### config.mk
export PLATFORM = sky130hd
export DESIGN_NAME = hazard_forwarding_unit
export DESIGN_NICKNAME = d
export VERILOG_FILES = /design/src/rtl/hazard_forwarding_unit.sv
export SDC_FILE = /design/constraint.sdc
export NUM_CORES = 1
export LEC_CHECK = 0
export ABC_CLOCK_PERIOD_IN_PS = 2530
export BUFFER_PORTS_ARGS = -buffer_cell sky130_fd_sc_hd__clkbuf_2
export CAP_MARGIN = 30
export CORE_ASPECT_RATIO = 1.1
export CORE_MARGIN = 1.5
export CORE_UTILIZATION = 50
export CTS_CLUSTER_DIAMETER = 40
export DETAILED_ROUTE_END_ITERATION = 7
export PLACE_DENSITY = 0.78
export SYNTH_ARGS = -nofsm -noshare
export SYNTH_HDL_FRONTEND = slang
export SYNTH_SLANG_ARGS = --single-unit
### constraint.sdc
create_clock -name clk -period 2.53 [get_ports clk]
set_input_delay 0.506 -clock clk [delete_from_list [all_inputs] [get_ports clk]]
set_output_delay 0.506 -clock clk [all_outputs]
set_load 0.05 [all_outputs]
### src/rtl/hazard_forwarding_unit.sv
`default_nettype none
// ============================================================================
//  Module   : hazard_forwarding_unit
//  Purpose  : ID-stage hazard unit. Tracks destination / RF-write / load flags
//             of the instructions in EX, MEM and WB in a private shadow
//             pipeline, and from it drives the rs/rt forwarding mux selects,
//             the NOP-insert select of the control mux, and the PC / IF-ID
//             hold enables on load-use hazards. Counts inserted bubbles.
//  Ports    : clk, reset (sync, active-high)
//             id_rs, id_rt, id_uses_rs, id_uses_rt      - ID source operands
//             id_dest, id_rf_enable, id_load_instr      - ID producer info
//             fwd_a_sel, fwd_b_sel                      - 00 ID,01 EX,10 MEM,11 WB
//             nop_select                                - 1 = bubble into EX
//             pc_load_enable, ifid_load_enable          - 0 = hold
//             stall_count                               - saturating bubble count
//  Revision : 1.0 - initial release
// ============================================================================
module hazard_forwarding_unit #(
    parameter int LOAD_USE_STALLS = 1,
    parameter int CNT_W           = 16
) (
    input  logic             clk,
    input  logic             reset,
    input  logic [4:0]       id_rs,
    input  logic [4:0]       id_rt,
    input  logic             id_uses_rs,
    input  logic             id_uses_rt,
    input  logic [4:0]       id_dest,
    input  logic             id_rf_enable,
    input  logic             id_load_instr,
    output logic [1:0]       fwd_a_sel,
    output logic [1:0]       fwd_b_sel,
    output logic             nop_select,
    output logic             pc_load_enable,
    output logic             ifid_load_enable,
    output logic [CNT_W-1:0] stall_count
);

    // With two bubbles per load-use, a load still in MEM also blocks ID.
    localparam bit c_DEEP_STALL = (LOAD_USE_STALLS == 2);

    logic [4:0]       r_ex_dest, r_mem_dest, r_wb_dest;
    logic             r_ex_rfen, r_mem_rfen, r_wb_rfen;
    logic             r_ex_load, r_mem_load, r_wb_load;
    logic [CNT_W-1:0] r_cnt;

    logic             w_hazard;
    logic             w_lm_rs, w_lm_rt;

    // Register 0 is hard-wired zero, so a write to it is never a producer.
    function automatic logic f_match(input logic rfen, input logic [4:0] dest,
                                     input logic [4:0] r);
        return rfen && (dest == r) && (r != 5'd0);
    endfunction

    // Youngest producer wins: EX before MEM before WB.
    function automatic logic [1:0] f_sel(input logic uses, input logic [4:0] r,
        input logic ex_rfen,  input logic [4:0] ex_dest,
        input logic mem_rfen, input logic [4:0] mem_dest,
        input logic wb_rfen,  input logic [4:0] wb_dest);
        if (!uses)                              return 2'b00;
        else if (f_match(ex_rfen, ex_dest, r))   return 2'b01;
        else if (f_match(mem_rfen, mem_dest, r)) return 2'b10;
        else if (f_match(wb_rfen, wb_dest, r))   return 2'b11;
        else                                    return 2'b00;
    endfunction

    always_comb begin
        w_lm_rs  = (r_ex_load && f_match(r_ex_rfen, r_ex_dest, id_rs)) ||
                   (c_DEEP_STALL && r_mem_load && f_match(r_mem_rfen, r_mem_dest, id_rs));
        w_lm_rt  = (r_ex_load && f_match(r_ex_rfen, r_ex_dest, id_rt)) ||
                   (c_DEEP_STALL && r_mem_load && f_match(r_mem_rfen, r_mem_dest, id_rt));
        w_hazard = (id_uses_rs && w_lm_rs) || (id_uses_rt && w_lm_rt);
    end

    // Outputs are forced to their idle values while reset is asserted.
    always_comb begin
        fwd_a_sel        = 2'b00;
        fwd_b_sel        = 2'b00;
        nop_select       = 1'b0;
        pc_load_enable   = 1'b1;
        ifid_load_enable = 1'b1;
        stall_count      = '0;
        if (!reset) begin
            fwd_a_sel        = f_sel(id_uses_rs, id_rs, r_ex_rfen, r_ex_dest,
                                     r_mem_rfen, r_mem_dest, r_wb_rfen, r_wb_dest);
            fwd_b_sel        = f_sel(id_uses_rt, id_rt, r_ex_rfen, r_ex_dest,
                                     r_mem_rfen, r_mem_dest, r_wb_rfen, r_wb_dest);
            nop_select       = w_hazard;
            pc_load_enable   = !w_hazard;
            ifid_load_enable = !w_hazard;
            stall_count      = r_cnt;
        end
    end

    always_ff @(posedge clk) begin
        if (reset) begin
            r_ex_dest  <= 5'd0;
            r_ex_rfen  <= 1'b0;
            r_ex_load  <= 1'b0;
            r_mem_dest <= 5'd0;
            r_mem_rfen <= 1'b0;
            r_mem_load <= 1'b0;
            r_wb_dest  <= 5'd0;
            r_wb_rfen  <= 1'b0;
            r_wb_load  <= 1'b0;
            r_cnt      <= '0;
        end else begin
            // A bubble carries no producer information into EX.
            if (w_hazard) begin
                r_ex_dest <= 5'd0;
                r_ex_rfen <= 1'b0;
                r_ex_load <= 1'b0;
            end else begin
                r_ex_dest <= id_dest;
                r_ex_rfen <= id_rf_enable;
                r_ex_load <= id_load_instr;
            end
            r_mem_dest <= r_ex_dest;
            r_mem_rfen <= r_ex_rfen;
            r_mem_load <= r_ex_load;
            r_wb_dest  <= r_mem_dest;
            r_wb_rfen  <= r_mem_rfen;
            r_wb_load  <= r_mem_load;
            if (w_hazard && (r_cnt != {CNT_W{1'b1}}))
                r_cnt <= r_cnt + 1'b1;
        end
    end

endmodule
`default_nettype wire

# [Word level (Yosys, flattened, before mapping)]
# Cells that the tools add are included.
[word_totals] regBits=35 inputBits=21 output_inout_bits=23 word_cells=51
[classes] addsub=1 eq_ne=7 n_mux=13 reduce_logical=22
[ops] cell="equality test 5 bit" count=6
[ops] cell="2-to-1 mux 2 bit" count=10
[ops] cell="logical AND 1 bit" count=17
[ops] cell="adder 16 x 1 -> 16 bit, second input constant" count=1
[ops] cell="2-to-1 mux 16 bit" count=1
[ops] cell="!= test 16 bit, second input constant" count=1
[ops] cell="nonzero test 5 bit" count=2
[ops] cell="2-to-1 mux 1 bit" count=2
[ops] cell="OR reduction 2 bit" count=1
[ops] cell="zero test 1 bit" count=1
[ops] cell="logical OR 1 bit" count=1

# [Depth between registers and ports, before layout]
# Gate-level depths: netlist (run 1).
[logic_depth] depth_word=8 mapped_depth=7 mapped_depth_nobuf=6

# [Least setup slack after synthesis (run 1)]
# OpenSTA, ideal clock, no wires.
[synth_path] path_kind="input-to-output" startpoint="input port id_rt[0]" endpoint="output port pc_load_enable" arrival_ps=2660 required_ps=2024 slack_ps=-636 stages=7 path_buffers=1 path_cell_list="xnor2_1 -> nand4_1 -> nor3_2 -> o21ai_2 -> nor2_1 -> inv_1 -> buf_4"
[synth_between] elab_chain_cells=8 word_cells_on_any_way=9 classes_between="eq/ne: 1; mux: 1; reduce/logical: 7"
[synth_lines] element="from (decl)" line="25" text="input logic [4:0] id_rt,"
[synth_lines] element="equality test 5 bit" line="53" text="return rfen && (dest == r) && (r != 5'd0);"
[synth_lines] element="logical AND 1 bit" line="53"
[synth_lines] element="logical AND 1 bit *" line="53"
[synth_lines] element="logical AND 1 bit *" line="71" text="w_lm_rt = (r_ex_load && f_match(r_ex_rfen, r_ex_dest, id_rt)) ||"
[synth_lines] element="logical AND 1 bit *" line="73" text="w_hazard = (id_uses_rs && w_lm_rs) || (id_uses_rt && w_lm_rt);"
[synth_lines] element="logical OR 1 bit *" line="73"
[synth_lines] element="zero test 1 bit *"
[synth_lines] element="2-to-1 mux 1 bit *"
[synth_lines] element="to (decl)" line="34" text="output logic pc_load_enable,"
# Every way passes the cells marked *; elsewhere a longest branch is shown, timed or not.

# [Worst setup path after layout (run 1)]
[layout_path] startpoint="input port id_rs[0]" endpoint="output port fwd_a_sel[0]"
[layout_between] elab_chain_cells=8 word_cells_on_any_way=15 classes_between="eq/ne: 3; mux: 5; reduce/logical: 7"
[layout_lines] element="from (decl)" line="24" text="input logic [4:0] id_rs,"
[layout_lines] element="equality test 5 bit" line="53"
[layout_lines] element="logical AND 1 bit (2 in a row)" line="53"
[layout_lines] element="2-to-1 mux 2 bit" line="64" text="else if (f_match(wb_rfen, wb_dest, r)) return 2'b11;"
[layout_lines] element="2-to-1 mux 2 bit" line="63" text="else if (f_match(mem_rfen, mem_dest, r)) return 2'b10;"
[layout_lines] element="2-to-1 mux 2 bit *" line="62" text="else if (f_match(ex_rfen, ex_dest, r)) return 2'b01;"
[layout_lines] element="2-to-1 mux 2 bit *" line="61" text="if (!uses) return 2'b00;"
[layout_lines] element="2-to-1 mux 2 bit *" line="84" text="if (!reset) begin"
[layout_lines] element="to (decl)" line="31" text="output logic [1:0] fwd_a_sel,"
# Marks and branches as above.

==> qor.csv, run 1 <==
stage;metric;value;unit
outcome;status;completed;
detailed_routing;via_per_inst;5.28;
logic_synthesis;async_reset_ff_share;0;%
global_routing;grt_overflow_total;0;
place;io_buffers;43;
floorplanning;initial_core_util;52.7;%
timing;final_hold_viol_count;0;
finish;drive_above_1_share;30.5;%
place;routabilityCongestion;0.932;
logic_synthesis;seq_area_frac_synth;36.1;%
run;drv_cap;0;
critical_path;worst_setup_path_start_kind;input pin;
power;power;1.30;mW
logic_synthesis;synth_top_cell_area_share;36.1;%
logic_synthesis;synth_ff_type;dfxtp_1;
detailed_routing;detail_route.wl_per_cell;13.0;um
cts;path_clk_slew;0.07;ns
floorplanning;die_h;68.3;um
floorplanning;rows;23;
critical_path;critPathKind;input pin to primary output;
detailed_routing;vias;1685;
logic_synthesis;synth_nets;237;
detailed_routing;routed_wl;4.15;mm
timing;final.setup_skew;0.00270;ns
power;p_per_area;531;mW/mm^2
floorplanning;die_area;0.00426;mm^2
finish;fin_cells;319;
timing;rsz0062_at_grt;false;
place;dp_hpwl;3.16;mm
logic_synthesis;syn_area;0.00194;mm^2
min_path;min_path_type;input pin to register;
critical_path;worst-r2r-setup-slack;0.42;ns
cts;root_buffer;clkbuf_8;
critical_path;end_kind;primary output;
finish;n_antenna_cell;0;
logic_synthesis;synth-edff-count;0;
global_routing;grt_pass1_wl;6.71;mm
timing;fin_crit_sh;96.9;%
power;p_leak;0.938;nW
critical_path;cp_max_fo;5;
logic_synthesis;synth_largest_area_cell;dfxtp_1;
detailed_routing;first_pass_iters;4;
finish;fin_util;66.4;%
logic_synthesis;ys_types;38;
global_routing;grt_max_degree;20;
floorplanning;fp.dieW;62.4;um
detailed_routing;ant_nets;0;
cts;cts_tree;built;
global_routing;grt_usage;20.5;%
logic_synthesis;synthTopCellsByArea;dfxtp_1, xnor2_1, nor2b_1, xor2_1, nor2_1;
timing;slew-limit-headroom;68.3;%
timing;report.final.slew_viol_count;0;
place;dp_cells;311;
timing;setup_viol;0;
power;ir_worst_vdd;0.357;mV
logic_synthesis;ys_warn_count;0;
timing;worst_slew_pin_slew;0.471;ns
floorplanning;core_region_area;0.00368;mm^2
critical_path;cp.required;2.02;ns
cts;cts.sinks;35;
timing;min_period;2.45;ns
detailed_routing;drcViolationCount;0;
timing;clock.fmax;408;MHz
critical_path;timing.critical_path.arrival;1.95;ns
global_routing;antenna_found_initial;0;
cts;clk_path_buf_depth;2;
cts;numCtsBuffers;5;
finish;fin_nets;290;
finish;synthToLayoutAreaGrowth;26.0;%
logic_synthesis;synth.ff_latch_count;35;
logic_synthesis;synth.avg_cell_area;9.03;um^2
detailed_routing;drt-initial-drc-count;74;
logic_synthesis;synth_cells;215;
cts;htree_levels;2;
logic_synthesis;synthTopCellsByCount;dfxtp_1, nor2b_1, xnor2_1;
floorplanning;ios;44;
logic_synthesis;synth_most_common_cell;dfxtp_1;
global_routing;grt_pass1_vias;1479;
cts;clock_latency;0.29;ns
==> report_power, final <==
group          switching, mW  leakage, nW  internal (mW)
Sequential            0.0149        0.285          0.563
Clock                  0.215       0.0644          0.393
Combinational         0.0573        0.589         0.0566
==> worst max-delay path, cell delays in order <==
cell	delay (ns)
clkbuf_2	0.09
or4_4	0.54
nor2_4	0.16
nor4_1	0.09
nand2b_1	0.16
a21oi_2	0.13
buf_2	0.26
==> logic make-up (layout without fill, tap and decap cells) <==
logic type	Yosys count	count (layout)	synth area share, %
XOR/XNOR	35	35	15.8
adder cells (fa/ha/maj)	1	1	0.645
buffers and inverters	8	62	1.74
multiplexers	6	6	3.48
AND/OR/NAND/NOR	109	109	34.0
AO/OA/AOI/OAI	21	21	8.25
flip-flops	35	35	36.1
==> repair_timing <==
item                       in CTS  in global routing
buffers inserted                0                  0
hold buffers                    0                  0
setup endpoints to repair       0                  7
gates resized for setup         0                  8
==> placed cells by master, fill, tap and decap left out, types with 5 or more instances in the layout <==
master    Yosys  layout
xnor2_1      26      26
a21oi_1       7       5
buf_4         1       8
xor2_1        9       9
and2_1        7       7
nand4_1      10      10
clkbuf_2      0      37
nand3_1       7       7
clkbuf_8      0       5
nor2_1       17      16
nor2b_1      29      29
dfxtp_1      35      35
nand2_1       9       9
buf_2         0       5
==> routing by layer <==
| metal | wire [um] | vias to the layer above | part of all wire, % | track usage (%) |
|---|---|---|---|---|
| met4 | 68 | 0 | 1.6 | 9.17 |
| met1 | 2010 | 776 | 48 | 25.0 |
| met2 | 1910 | 47 | 46 | 35.1 |
| li1 | - | 855 | - | - |
| met5 | 0 | - | 0 | 0 |
| met3 | 164 | 7 | 4.0 | 4.77 |
==> metrics by stage <==
step                hold slack, ns  setup slack [ns]  instance area, um^2  setup TNS (ns)
floorplan                    0.456            -0.136                 1970          -0.136
global placement             0.487            0.0701                 2300               0
detailed placement           0.479            0.0656                 2300               0
CTS                          0.403            0.0593                 2440               0
global route                 0.394           0.00153                 2450               0
finish                       0.408            0.0780                 2450               0
==> sequential cells by signal (all words and copies together) (netlist names) <==
register,flops
r_ex_dest,5
r_cnt,16
r_ex_load,1
r_wb_dest,5
r_wb_rfen,1
r_mem_dest,5
r_mem_rfen,1
r_ex_rfen,1
==> layout make-up <==
cell class,instances,area [um^2]
timing repair buffer,52,298
tap,50,62.6
multi-input combinational,172,1240
clock buffer,5,68.8
sequential,35,701
fill,302,1240
inverter,2,11.3
clock inverter,3,67.6
==> worst paths after layout <==
| kind | from | end | cells after the start |
|---|---|---|---|
| max reg2reg | r_ex_dest[2]$_SDFF_PP0_ | r_cnt[8]$_SDFFE_PP0P_ | 7 |
| min reg2reg | r_cnt[15]$_SDFFE_PP0P_ | r_cnt[15]$_SDFFE_PP0P_ | 2 |
| min | id_load_instr | r_ex_load$_SDFF_PP0_ | 2 |
| max | id_rs[0] | fwd_a_sel[0] | 7 |
Note: power is estimated with default switching activity, not from simulation.
==> run 2, diff against run 1 <==
--- a/config.mk
+++ b/config.mk
@@ -10,10 +10,11 @@
 export CAP_MARGIN = 30
 export CORE_ASPECT_RATIO = 1.1
 export CORE_MARGIN = 1.5
-export CORE_UTILIZATION = 50
+export CORE_UTILIZATION = 30
 export CTS_CLUSTER_DIAMETER = 40
 export DETAILED_ROUTE_END_ITERATION = 7
-export PLACE_DENSITY = 0.78
+export GPL_TIMING_DRIVEN = 0
+export PLACE_DENSITY = 0.52
 export SYNTH_ARGS = -nofsm -noshare
 export SYNTH_HDL_FRONTEND = slang
 export SYNTH_SLANG_ARGS = --single-unit
==> run 2 against run 1 <==
Setup slack got worse by 0.057 ns. Clock-buffer cell count rose by 2. Die area rose by 63%. Global-route usage decreased by 6.2 points. Non-clock buffer count increased by 1. Power shrank 17%. Routed wire length rose by 12%. Critical endpoint is now ifid_load_enable. Highest routed layer unchanged.
==> qor.csv, run 2 (synthesis results as in run 1) <==
stage;metric;value;unit;change
outcome;status;completed;;
detailed_routing;ant_nets;0;;unchanged
timing;fin_crit_sh;99.2;%;+2.2 points
global_routing;grt_pass1_vias;1564;;+5.7%
power;power;1.08;mW;-17%
place;io_buffers;42;;-2.3%
timing;report.final.slew_viol_count;0;;unchanged
critical_path;timing.critical_path.arrival;2.00;ns;+0.05 ns
power;clockPowerShare;35.9;%;-11 points
min_path;hp-start;id_dest[3];;
critical_path;rr_startpoint;r_ex_dest[3]$_SDFF_PP0_;;
critical_path;r2r_end;r_cnt[8]$_SDFFE_PP0P_;;
critical_path;reg2regPathDepth;7;;unchanged
power;p_per_area;435;mW/mm^2;-18%
global_routing;grt_pass1_wl;7.56;mm;+13%
min_path;min_path_type;input pin to register;;
floorplanning;ios;44;;unchanged
finish;design_area;0.00249;mm^2;+1.8%
floorplanning;core_region_area;0.00619;mm^2;+68%
timing;hold_slack;0.420;ns;+0.0119 ns
min_path;hold_path_end;r_ex_dest[3]$_SDFF_PP0_;;
timing;final.setup_skew;0.00601;ns;+0.00330 ns
cts;numCtsBuffers;5;;unchanged
finish;synthToLayoutAreaGrowth;28.3;%;
finish;n_antenna_cell;0;;unchanged
cts;path_clk_slew;0.07;ns;about the same
critical_path;worst_setup_path_start_kind;input pin;;
floorplanning;initial_core_util;31.3;%;-21 points
floorplanning;die_area;0.00696;mm^2;+63%
global_routing;grt_usage;14.3;%;-6.2 points
timing;min_period;2.51;ns;+0.0567 ns
timing;slew-limit-headroom;60.8;%;-7.4 points
cts;clock_latency;0.28;ns;about the same
detailed_routing;detail_route.wl_per_cell;13.3;um;+2.4%
power;ir_worst_vdd;0.284;mV;-21%
finish;final_cell_mix;dfxtp_1, clkbuf_2, nor2b_1;;
global_routing;grt_overflow_total;0;;unchanged
detailed_routing;drt-initial-drc-count;69;;-6.8%
detailed_routing;drcViolationCount;0;;unchanged
timing;clock.fmax;399;MHz;-2.3%
power;comb_power_share;10.7;%;+1.9 points
global_routing;antenna_found_initial;0;;unchanged
finish;top_register;r_cnt;;
min_path;whs_path_depth;2;;unchanged
run;drv_cap;0;;unchanged
detailed_routing;vias;1693;;+0.47%
global_routing;grt_max_degree;11;;-45%
critical_path;cp_max_fo;5;;unchanged
timing;final_hold_viol_count;0;;unchanged
detailed_routing;first_pass_iters;4;;unchanged
timing;worst_slew_pin_slew;0.588;ns;+0.117 ns
cts;root_buffer;clkbuf_8;;
floorplanning;fp.dieW;79.7;um;+28%
power;p_leak;0.920;nW;-1.9%
floorplanning;die_h;87.4;um;+28%
power;swShare;25.1;%;+3.0 points
critical_path;worst-r2r-setup-slack;0.43;ns;about the same
floorplanning;rows;30;;+30%
cts;hold_buffers;0;;unchanged
detailed_routing;routed_wl;4.66;mm;+12%
finish;fin_nets;291;;+0.34%
cts;cts.sinks;35;;unchanged
critical_path;cp.required;2.02;ns;about the same
detailed_routing;via_per_inst;4.84;;-8.4%
finish;final_common_cell;dfxtp_1;;
power;p_switching;0.272;mW;-5.3%
place;dp_hpwl;3.57;mm;+13%
timing;rsz0062_at_grt;true;;
finish;largest_register_ffs;16;;unchanged
finish;drive_above_1_share;28.5;%;-2.0 points
power;seqPwrFrac;53.3;%;+8.8 points
place;place_area;0.00228;mm^2;-0.92%
critical_path;critPathKind;input pin to primary output;;
critical_path;end_kind;primary output;;
cts;cts_tree;built;;
cts;htree_levels;2;;unchanged
place;routabilityCongestion;0.776;;-17%
timing;setup_viol;0;;unchanged
cts;clk_path_buf_depth;2;;unchanged
power;intPower;0.812;mW;-20%
finish;fin_util;40.2;%;-26 points
## run 2: layout make-up
cell class / instances / area (um^2)
inverters: 2 / 11.3
repair buffers: 47 / 307
multi-input cells: 172 / 1260
flip-flops and latches: 35 / 703
plain buffers: 6 / 30.0
clock inverters: 1 / 5.00
clock buffers: 7 / 76.3
well taps: 80 / 100
fillers: 664 / 3700
## run 2: through the flow
step	setup TNS, ns	worst slack [ns]	instances
after global routing	-0.0481	-0.0172	350
final	0	0.0213	350
after detailed placement	-0.873	-0.357	337
after CTS	-0.0385	-0.0385	346
after global placement	-0.831	-0.345	337
after floorplan	-0.136	-0.136	215
## run 2: routing by layer
layer  vias up  track usage [%]  wire length (um)
met5         -                0                 0
met4         0             5.26                61
met3         4             3.14               187
met2        37             23.0              2140
met1       798             18.6              2270
li1        854                -                 -
## run 2: worst max-delay path: stages
cell        delay [ns]
buf_8             0.11
or4_4             0.54
nor2_4            0.20
nor3_4            0.07
o21ai_4           0.19
nor2_4            0.07
clkinvlp_4        0.09
clkbuf_4          0.22
## run 2: worst max path at each step
stage,start,to,slack [ns]
2_1_floorplan,id_rt[0],pc_load_enable,-0.14
4_1_cts,id_rs[0],pc_load_enable,-0.04
3_3_place_gp,id_rt[0],pc_load_enable,-0.34
3_5_place_dp,id_rt[0],pc_load_enable,-0.36
5_1_grt,id_rt[4],pc_load_enable,-0.02
6_report,id_rt[4],ifid_load_enable,0.02
## run 2: power by group through the flow
stage	sequential, mW	clock (mW)	combinational (mW)
after floorplan	0.586	0	0.0673
after global placement	0.590	0	0.108
after detailed placement	0.590	0	0.109
after CTS	0.578	0.406	0.110
after global routing	0.580	0.429	0.128
final	0.578	0.390	0.116
## run 2: timing repair
item                       4_1_cts  5_1_grt
pin swaps                        2       11
hold endpoints to repair         0        0
setup buffers                    1        4
resized for setup                8       31
setup endpoints to repair        6        7
